<file path="config.mk">
export PLATFORM = sky130hd
export DESIGN_NAME = door_access_fsm
export DESIGN_NICKNAME = d
export VERILOG_FILES = /design/src/rtl/door_access_fsm.sv
export SDC_FILE = /design/constraint.sdc
export NUM_CORES = 1
export LEC_CHECK = 0
export CAP_MARGIN = 20
export CELL_PAD_IN_SITES_DETAIL_PLACEMENT = 1
export CELL_PAD_IN_SITES_GLOBAL_PLACEMENT = 1
export CORE_MARGIN = 2
export CORE_UTILIZATION = 35
export CTS_CLUSTER_SIZE = 10
export DETAILED_ROUTE_END_ITERATION = 10
export MAX_ROUTING_LAYER = met4
export PLACE_DENSITY_LB_ADDON = 0.1
export SKIP_CTS_REPAIR_TIMING = 1
export SYNTH_ARGS = -nofsm -noshare
export SYNTH_HDL_FRONTEND = slang
export SYNTH_SLANG_ARGS = --single-unit
</file>
<file path="constraint.sdc">
create_clock -name clk -period 2.1 [get_ports clk]
set_input_delay 0.42 -clock clk [delete_from_list [all_inputs] [get_ports clk]]
set_output_delay 0.42 -clock clk [all_outputs]
set_load 0.005 [all_outputs]
</file>
<file path="src/rtl/door_access_fsm.sv">
// rtl/door_access_fsm.sv - door access controller: grants entry, counts failures, times lockout, latches alarm.
module door_access_fsm #(
    parameter int MAX_TRIES   = 3,
    parameter int OPEN_CYCLES = 8,
    parameter int LOCK_CYCLES = 16,
    parameter int TMR_W       = 8
) (
    input  logic       clk,
    input  logic       reset,
    input  logic       submit,
    input  logic       equal,
    input  logic       alarm_clear,
    output logic       door_open,
    output logic       locked_out,
    output logic       alarm,
    output logic [3:0] fail_cnt,
    output logic       busy
);

    typedef enum logic [1:0] {
        S_IDLE  = 2'd0,
        S_OPEN  = 2'd1,
        S_LOCK  = 2'd2,
        S_ALARM = 2'd3
    } state_e;

    localparam logic [TMR_W-1:0] OPEN_LOAD = TMR_W'(OPEN_CYCLES - 1);
    localparam logic [TMR_W-1:0] LOCK_LOAD = TMR_W'(LOCK_CYCLES - 1);
    localparam logic [3:0]       MAX_CNT   = 4'(MAX_TRIES);

    state_e           state_q, state_d;
    logic [TMR_W-1:0] timer_q, timer_d;
    logic [3:0]       fail_cnt_q, fail_cnt_d;
    logic             door_open_q, locked_out_q, alarm_q, busy_q;

    always_comb begin
        state_d    = state_q;
        timer_d    = timer_q;
        fail_cnt_d = fail_cnt_q;
        case (state_q)
            S_IDLE: begin
                if (submit) begin
                    if (equal) begin
                        state_d    = S_OPEN;
                        timer_d    = OPEN_LOAD;
                        fail_cnt_d = '0;
                    end else if (fail_cnt_q + 4'd1 == MAX_CNT) begin
                        state_d    = S_LOCK;
                        timer_d    = LOCK_LOAD;
                        fail_cnt_d = MAX_CNT;
                    end else if (fail_cnt_q < MAX_CNT) begin
                        fail_cnt_d = fail_cnt_q + 4'd1;
                    end
                end
            end
            S_OPEN: begin
                if (timer_q == '0) begin
                    state_d = S_IDLE;
                end else begin
                    timer_d = timer_q - 1'b1;
                end
            end
            S_LOCK: begin
                // Tampering outranks expiry on the same edge.
                if (submit) begin
                    state_d = S_ALARM;
                end else if (timer_q == '0) begin
                    state_d    = S_IDLE;
                    fail_cnt_d = '0;
                end else begin
                    timer_d = timer_q - 1'b1;
                end
            end
            S_ALARM: begin
                if (alarm_clear) begin
                    state_d    = S_IDLE;
                    timer_d    = '0;
                    fail_cnt_d = '0;
                end
            end
            default: begin
                state_d    = S_IDLE;
                timer_d    = '0;
                fail_cnt_d = '0;
            end
        endcase
    end

    // Outputs are registered from the next state so they line up with state_q.
    always_ff @(posedge clk or posedge reset) begin
        if (reset) begin
            state_q      <= S_IDLE;
            timer_q      <= '0;
            fail_cnt_q   <= '0;
            door_open_q  <= 1'b0;
            locked_out_q <= 1'b0;
            alarm_q      <= 1'b0;
            busy_q       <= 1'b0;
        end else begin
            state_q      <= state_d;
            timer_q      <= timer_d;
            fail_cnt_q   <= fail_cnt_d;
            door_open_q  <= (state_d == S_OPEN);
            locked_out_q <= (state_d == S_LOCK);
            alarm_q      <= (state_d == S_ALARM);
            busy_q       <= (state_d != S_IDLE);
        end
    end

    assign door_open  = door_open_q;
    assign locked_out = locked_out_q;
    assign alarm      = alarm_q;
    assign fail_cnt   = fail_cnt_q;
    assign busy       = busy_q;

endmodule

</file>
==> impl_metrics.ini <==
[critical_path]
cp_top_family = simple AND/OR/NAND/NOR gates
crit_slowest_cell = dfrtp_1
crit_chain = inv_2 -> ha_4 -> mux2_4 -> or2_4 -> a21o_4 -> or2_4 -> buf_4 -> a211oi_2
worst_setup_path_end_kind = flop
critPathMostFrequentCell = or2_4
cp_num_buf_inv = 2
critical-path-max-stage-delay_ns = 0.45
start_kind = flop
cp_max_fo = 4
crit_type = flop to flop
cp.required_ns = 2.33
crit_arrival_ns = 2.31

[layout]
area_growth_pct = 43.8
num_antenna_cells = 0
drive_gt1_frac = 0.344
fin_cells = 226
final_net_count = 196
post-route-util = 0.540

[sta]
report.final.slew_viol_count = 0
tightest_slew_ns = 0.420
hold_viol_final = 0
rsz0062_at_grt = yes
finalCriticalPeriod_ns = 2.08
relSlewSlack = 0.718
fmax_mhz = 481
setup_viol = 0
fin_worst_skew_ns = 0.00187
fin_crit_sh = 0.990

[die]
dieArea_um2 = 4160
num_rows = 21
io_pins = 13
coreArea_um2 = 3420
dieWidth_um = 64.5
initial_utilization = 0.375
fp.dieH_um = 64.5

[logic_synthesis]
syn-num-nets = 153
yosysSeqAreaShare = 0.352
ys_types = 39
synth_top_family_by_area = compound AO/OA/AOI/OAI gates
synthXorXnorAreaFrac = 0
avgSynthCellArea_um2 = 9.28
synth_compound_area_frac = 0.256
synthMuxAreaShare = 0.0352
yosys_warnings = 0
synth_seq_cells = 18
synthAdderAreaFrac = 0.0977
synth_simple_gate_area_share = 0.219
synth_edf_count = 0
synthArstFlopShare = 1.00
synth_cells = 138
syn-cell-area_um2 = 1280
ys.flop_type = dfrtp_1

[cts]
clkTransAtPathRegs_ns = 0.12
cts_buffers = 3
root_buffer = clkbuf_4
cts_max_level = 1
cts_tree = built
clockBufferDepth = 2
cts_sinks = 18
clk-insertion-delay-late_ns = 0.31

[placement]
numPortBuffers = 12
dp.cells = 219
hpwlAfterDp_mm = 2.86
finalWeightedCongestion = 0.799

[drt]
routedWlPerCell_um = 17.4
drt_pass1_iterations = 4
ant_nets = 0
drt-initial-drc-count = 51
via_per_inst = 5.51
route.vias.total = 1245
post-route-drc-count = 0
wirelength_mm = 3.93

[global_route]
grt_pass1_wl_mm = 6.38
grt_usage = 0.205
grt_pass1_vias = 1319
grt_antenna_before_repair = 0
grt_overflow = 0
grt_max_degree = 19

[worst_hold_path]
worstHoldPathType = input pin to asynchronous set/reset pin

[job]
drv_cap = 0

[power_and_ir_drop]
p_leak_nw = 0.840
peakVddDrop_mv = 0.794
powerDensity_nw_per_um2 = 1250

[run_status]
status = finished, final reports clean
==> report_power, final <==
group	total, mW	switching (mW)	internal [mW]
combinational	1.57	0.828	0.745
clock	0.231	0.125	0.106
sequential	0.501	0.0594	0.441
total	2.31	1.01	1.29
==> path summary, 6_finish.rpt <==
| kind | start | endpoint | slack [ns] | depth (start not counted) |
|---|---|---|---|---|
| setup / recovery | state_q[1]$_DFF_PP0_ | timer_q[2]$_DFFE_PP0P_ | 0.02 | 8 |
| hold reg to reg | timer_q[1]$_DFFE_PP0P_ | timer_q[1]$_DFFE_PP0P_ | 0.57 | 1 |
| min in group clk | timer_q[1]$_DFFE_PP0P_ | timer_q[1]$_DFFE_PP0P_ | 0.57 | 1 |
| setup reg to reg | state_q[1]$_DFF_PP0_ | timer_q[2]$_DFFE_PP0P_ | 0.02 | 8 |
| hold / removal | reset | timer_q[6]$_DFFE_PP0P_ | 0.43 | 3 |
| max in group asynchronous | reset | state_q[0]$_DFF_PP0_ | 1.47 | 3 |
==> flip-flops by register name, summed over array words and instances, names as in the netlist <==
name        count
state_q         2
door_open       1
busy            1
timer_q         8
locked_out      1
alarm           1
fail_cnt        4
==> kinds of logic (layout without fill, tap and decap cells) <==
family / after synthesis / after routing
and+or+nand+nor: 50 / 50
AOI/OAI and AO/OA: 45 / 45
adders and majority gates: 10 / 10
muxes: 3 / 3
DFF: 18 / 18
buffers and inverters: 12 / 54
==> synthesized netlist by cell type (all sizes together), types with 2 or more instances <==
| library cell | instances | area share |
|---|---|---|
| o41ai | 6 | 0.053 |
| nand2 | 5 | 0.015 |
| a21oi | 11 | 0.043 |
| inv | 9 | 0.026 |
| o31ai | 8 | 0.051 |
| ha | 10 | 0.098 |
| or2 | 3 | 0.015 |
| a21o | 2 | 0.018 |
| a211oi | 2 | 0.012 |
| nor2 | 10 | 0.029 |
| o21a | 2 | 0.012 |
| nor2b | 4 | 0.020 |
| o21ai | 9 | 0.035 |
| nor3 | 7 | 0.031 |
| nand3b | 3 | 0.018 |
| mux2 | 3 | 0.035 |
| nand3 | 5 | 0.020 |
| buf | 2 | 0.012 |
| nand2b | 4 | 0.020 |
| dfrtp | 18 | 0.35 |
| or3 | 3 | 0.015 |
==> stage by stage <==
step                total power, mW  worst slack, ns  hold slack (ns)  setup TNS, ns  area [um2]
CTS                            2.13          -0.0707            0.427         -0.147        1700
floorplan                      1.30          -0.0313            0.359        -0.0626        1310
detailed placement             1.89           -0.370            0.518          -2.75        1670
global route                   2.49          -0.0995            0.456         -0.475        1840
global placement               1.82           -0.322            0.493          -2.33        1670
finish                         2.31           0.0206            0.428              0        1840
==> cells in the final DEF (no fill, tap or decap), types with 4 or more instances in the layout <==
cell	n
o41ai_2	4
buf_4	28
nor2b_1	4
nand2b_1	4
inv_1	7
a21oi_1	10
dfrtp_1	18
ha_1	7
nand3_1	5
nor2_1	10
nand2_1	5
clkdlybuf4s50_1	12
nor3_1	5
o21ai_0	6
==> area by class of cell <==
class / instances / area, um2
inverter: 9 / 33.8
sequential: 18 / 450
timing repair buffer: 41 / 342
multi-input combinational: 108 / 923
clock buffer: 4 / 36.3
tap: 46 / 57.6
fill: 403 / 1570
==> worst register-to-register path, delay by kind of cell, from the launching register on <==
family                   cells  cell delay [ns]
AO/OA/AOI/OAI                2             0.38
adder cells (fa/ha/maj)      1             0.16
buffers and inverters        2             0.24
flip-flops                   1             0.45
multiplexers                 1             0.27
AND/OR/NAND/NOR              2             0.51
==> metal layers <==
metal | wire [um] | global-route usage | up-vias
met5 | 0 | - | -
met4 | 27 | 0.0612 | 0
met3 | 74 | 0.0260 | 4
met2 | 2020 | 0.350 | 17
met1 | 1810 | 0.255 | 624
li1 | - | - | 600
No activity file was read; power rests on OpenSTA's default activity.
==> edit, RTL diff (same settings) <==
Encoding of `state_e`: now one-hot (4 bits for 4 states).
--- a/src/rtl/door_access_fsm.sv
+++ b/src/rtl/door_access_fsm.sv
@@ -17,11 +17,11 @@
     output logic       busy
 );
 
-    typedef enum logic [1:0] {
-        S_IDLE  = 2'd0,
-        S_OPEN  = 2'd1,
-        S_LOCK  = 2'd2,
-        S_ALARM = 2'd3
+    typedef enum logic [3:0] {
+        S_IDLE  = 4'b0001,
+        S_OPEN  = 4'b0010,
+        S_LOCK  = 4'b0100,
+        S_ALARM = 4'b1000
     } state_e;
 
     localparam logic [TMR_W-1:0] OPEN_LOAD = TMR_W'(OPEN_CYCLES - 1);
Behaviour: same outputs for any inputs over 10 cycles, from zero or initial values and one cycle with reset high; not proved beyond that.
==> edit against the unedited design <==
Routed wire length decreased by 23%; total power decreased by 28%; synthesized cell count decreased by 4.3%; clock skew about the same; sequential cell count increased by 2; cell area decreased by 12%; sequential power increased by 12%; highest routed layer unchanged; die area decreased by 0.19%; synthesized area decreased by 0.20%; non-clock buffer count decreased by 7; worst setup slack improved by 0.057 ns; count of clock-buffer cells in the layout unchanged.
==> edit: results (changes against the unedited design) <==
- Dominant cells by area after synthesis: dfrtp_1 37%, ha_1 3.9%, a21oi_1 3.5%
- Fillers: 398 (-1.2%)
- Routed wire length: 3027 um (-23%)
- GRT met3 Usage: 4.340% (+1.7 points)
- Number of sequential cells: 20 (+2)
- Share of cells above drive strength 1: 28.22% (-6.2 points)
- Top cells by count, synth: 19 x dfrtp_1, 11 x inv_1, 10 x nor2_1, 9 x a21oi_1, 8 x nor3_1
- Vias: 1133 (-9.0%)
- LEAKAGE: 0.7031 nW (-16%)
- Clk tree area frac: 2.236% (+0.27 points)
- DR WL met3: 105 um (+42%)
- Grt met1 use: 23.45% (-2.0 points)
- Gpl congestion: 0.7880 (-1.4%)
- NonClk Buf Share: 17.58% (-0.95 points)
- Met1 wire length: 1435 um (-20%)
- Synth Area in Compound Gates: 23.48% (-2.1 points)
- Largest net degree at the start of global routing: 12 (-7)
- Invs w/o clock: 11 (+2)
- CP Max Fanout: 7 (+3)
- Dpl cell area: 1560 um^2 (-6.4%)
- Non-clk bufs: 34 (-17%)
- Final Skew: 0.001614 ns (-0.0002518 ns)
- Actual slew at the worst max-slew pin: 0.5295 ns (+0.1095 ns)
- Seq/total area: 30.92% (+6.5 points)
- Multi-input gates: 94 (-13%)
- Peak supply drop: 461.1 uV (-42%)
- Register area share after synthesis: 39.24% (+4.1 points)
- Synth cell types: 47 (+21%)
- Met2 WL post-DR: 1467 um (-27%)
- First-pass GRT wire length: 5499 um (-14%)
- XOR/XNOR share of the synthesized area: 0.6849% (+0.68 points)
- Mux cell area share after synthesis: 0% (-3.5 points)
- Detailed Routing Iterations Pass 1: 2 (-2)
- Fraction of area in multi-input gates: 43.18% (-6.9 points)
- Status: completed
- CP top delay family: compound AO/OA/AOI/OAI gates
- HPWL after detailed placement: 2434 um (-15%)
- Fin nets: 173 (-12%)
edit: cell types whose count changed after synthesis, sizes merged, moves of 3 or more:
cell,change
buf,+5
nand3b,-3
nor2b,-3
nand2b,-3
o32a,+3
o31ai,-4
nor3,+3
ha,-6
o41ai,-6
mux2,-3
edit: worst paths after layout:
check,start,end,slack (ns),depth (start not counted)
min in group clk,timer_q[1],timer_q[1],0.54,1
min reg2reg,timer_q[1],timer_q[1],0.54,1
max reg2reg,fail_cnt[0],timer_q[1],0.08,7
min,reset,busy,0.41,3
max in group asynchronous,reset,state_q[0],1.47,3
max,fail_cnt[0],timer_q[1],0.08,7
edit: where the power goes:
part	leakage (nW)	total, mW	internal (mW)	switching, mW
logic	0.420	0.869	0.451	0.417
clock network	0.0210	0.227	0.106	0.121
registers	0.262	0.560	0.478	0.0820
edit: through the flow:
step           setup TNS, ns  setup WS [ns]  total power, mW  std cells
2_1_floorplan              0        0.09221            1.125        132
5_1_grt             -0.01671      -0.009617            1.809        209
3_3_place_gp          -1.378        -0.1775            1.392        204
3_5_place_dp          -2.012        -0.2473            1.424        204
4_1_cts             -0.02221       -0.01498            1.659        208
6_report                   0        0.07763            1.655        209
edit: cell families (layout without fill, tap and decap cells):
| group | after synthesis | in the layout |
|---|---|---|
| and+or+nand+nor | 50 | 50 |
| AOI/OAI and AO/OA | 39 | 39 |
| DFF | 20 | 20 |
| buffers and inverters | 18 | 49 |
| adders and majority gates | 4 | 4 |
| xor gates and xnor gates | 1 | 1 |
edit: worst reg2reg max path, cell delays in order, from the launching register on:
cell and delay, ns:
dfrtp_1 0.40, ha_2 0.20, or3_4 0.39, o211ai_1 0.19, buf_4 0.15, o21bai_4 0.08
buf_4 0.16, o32a_2 0.35
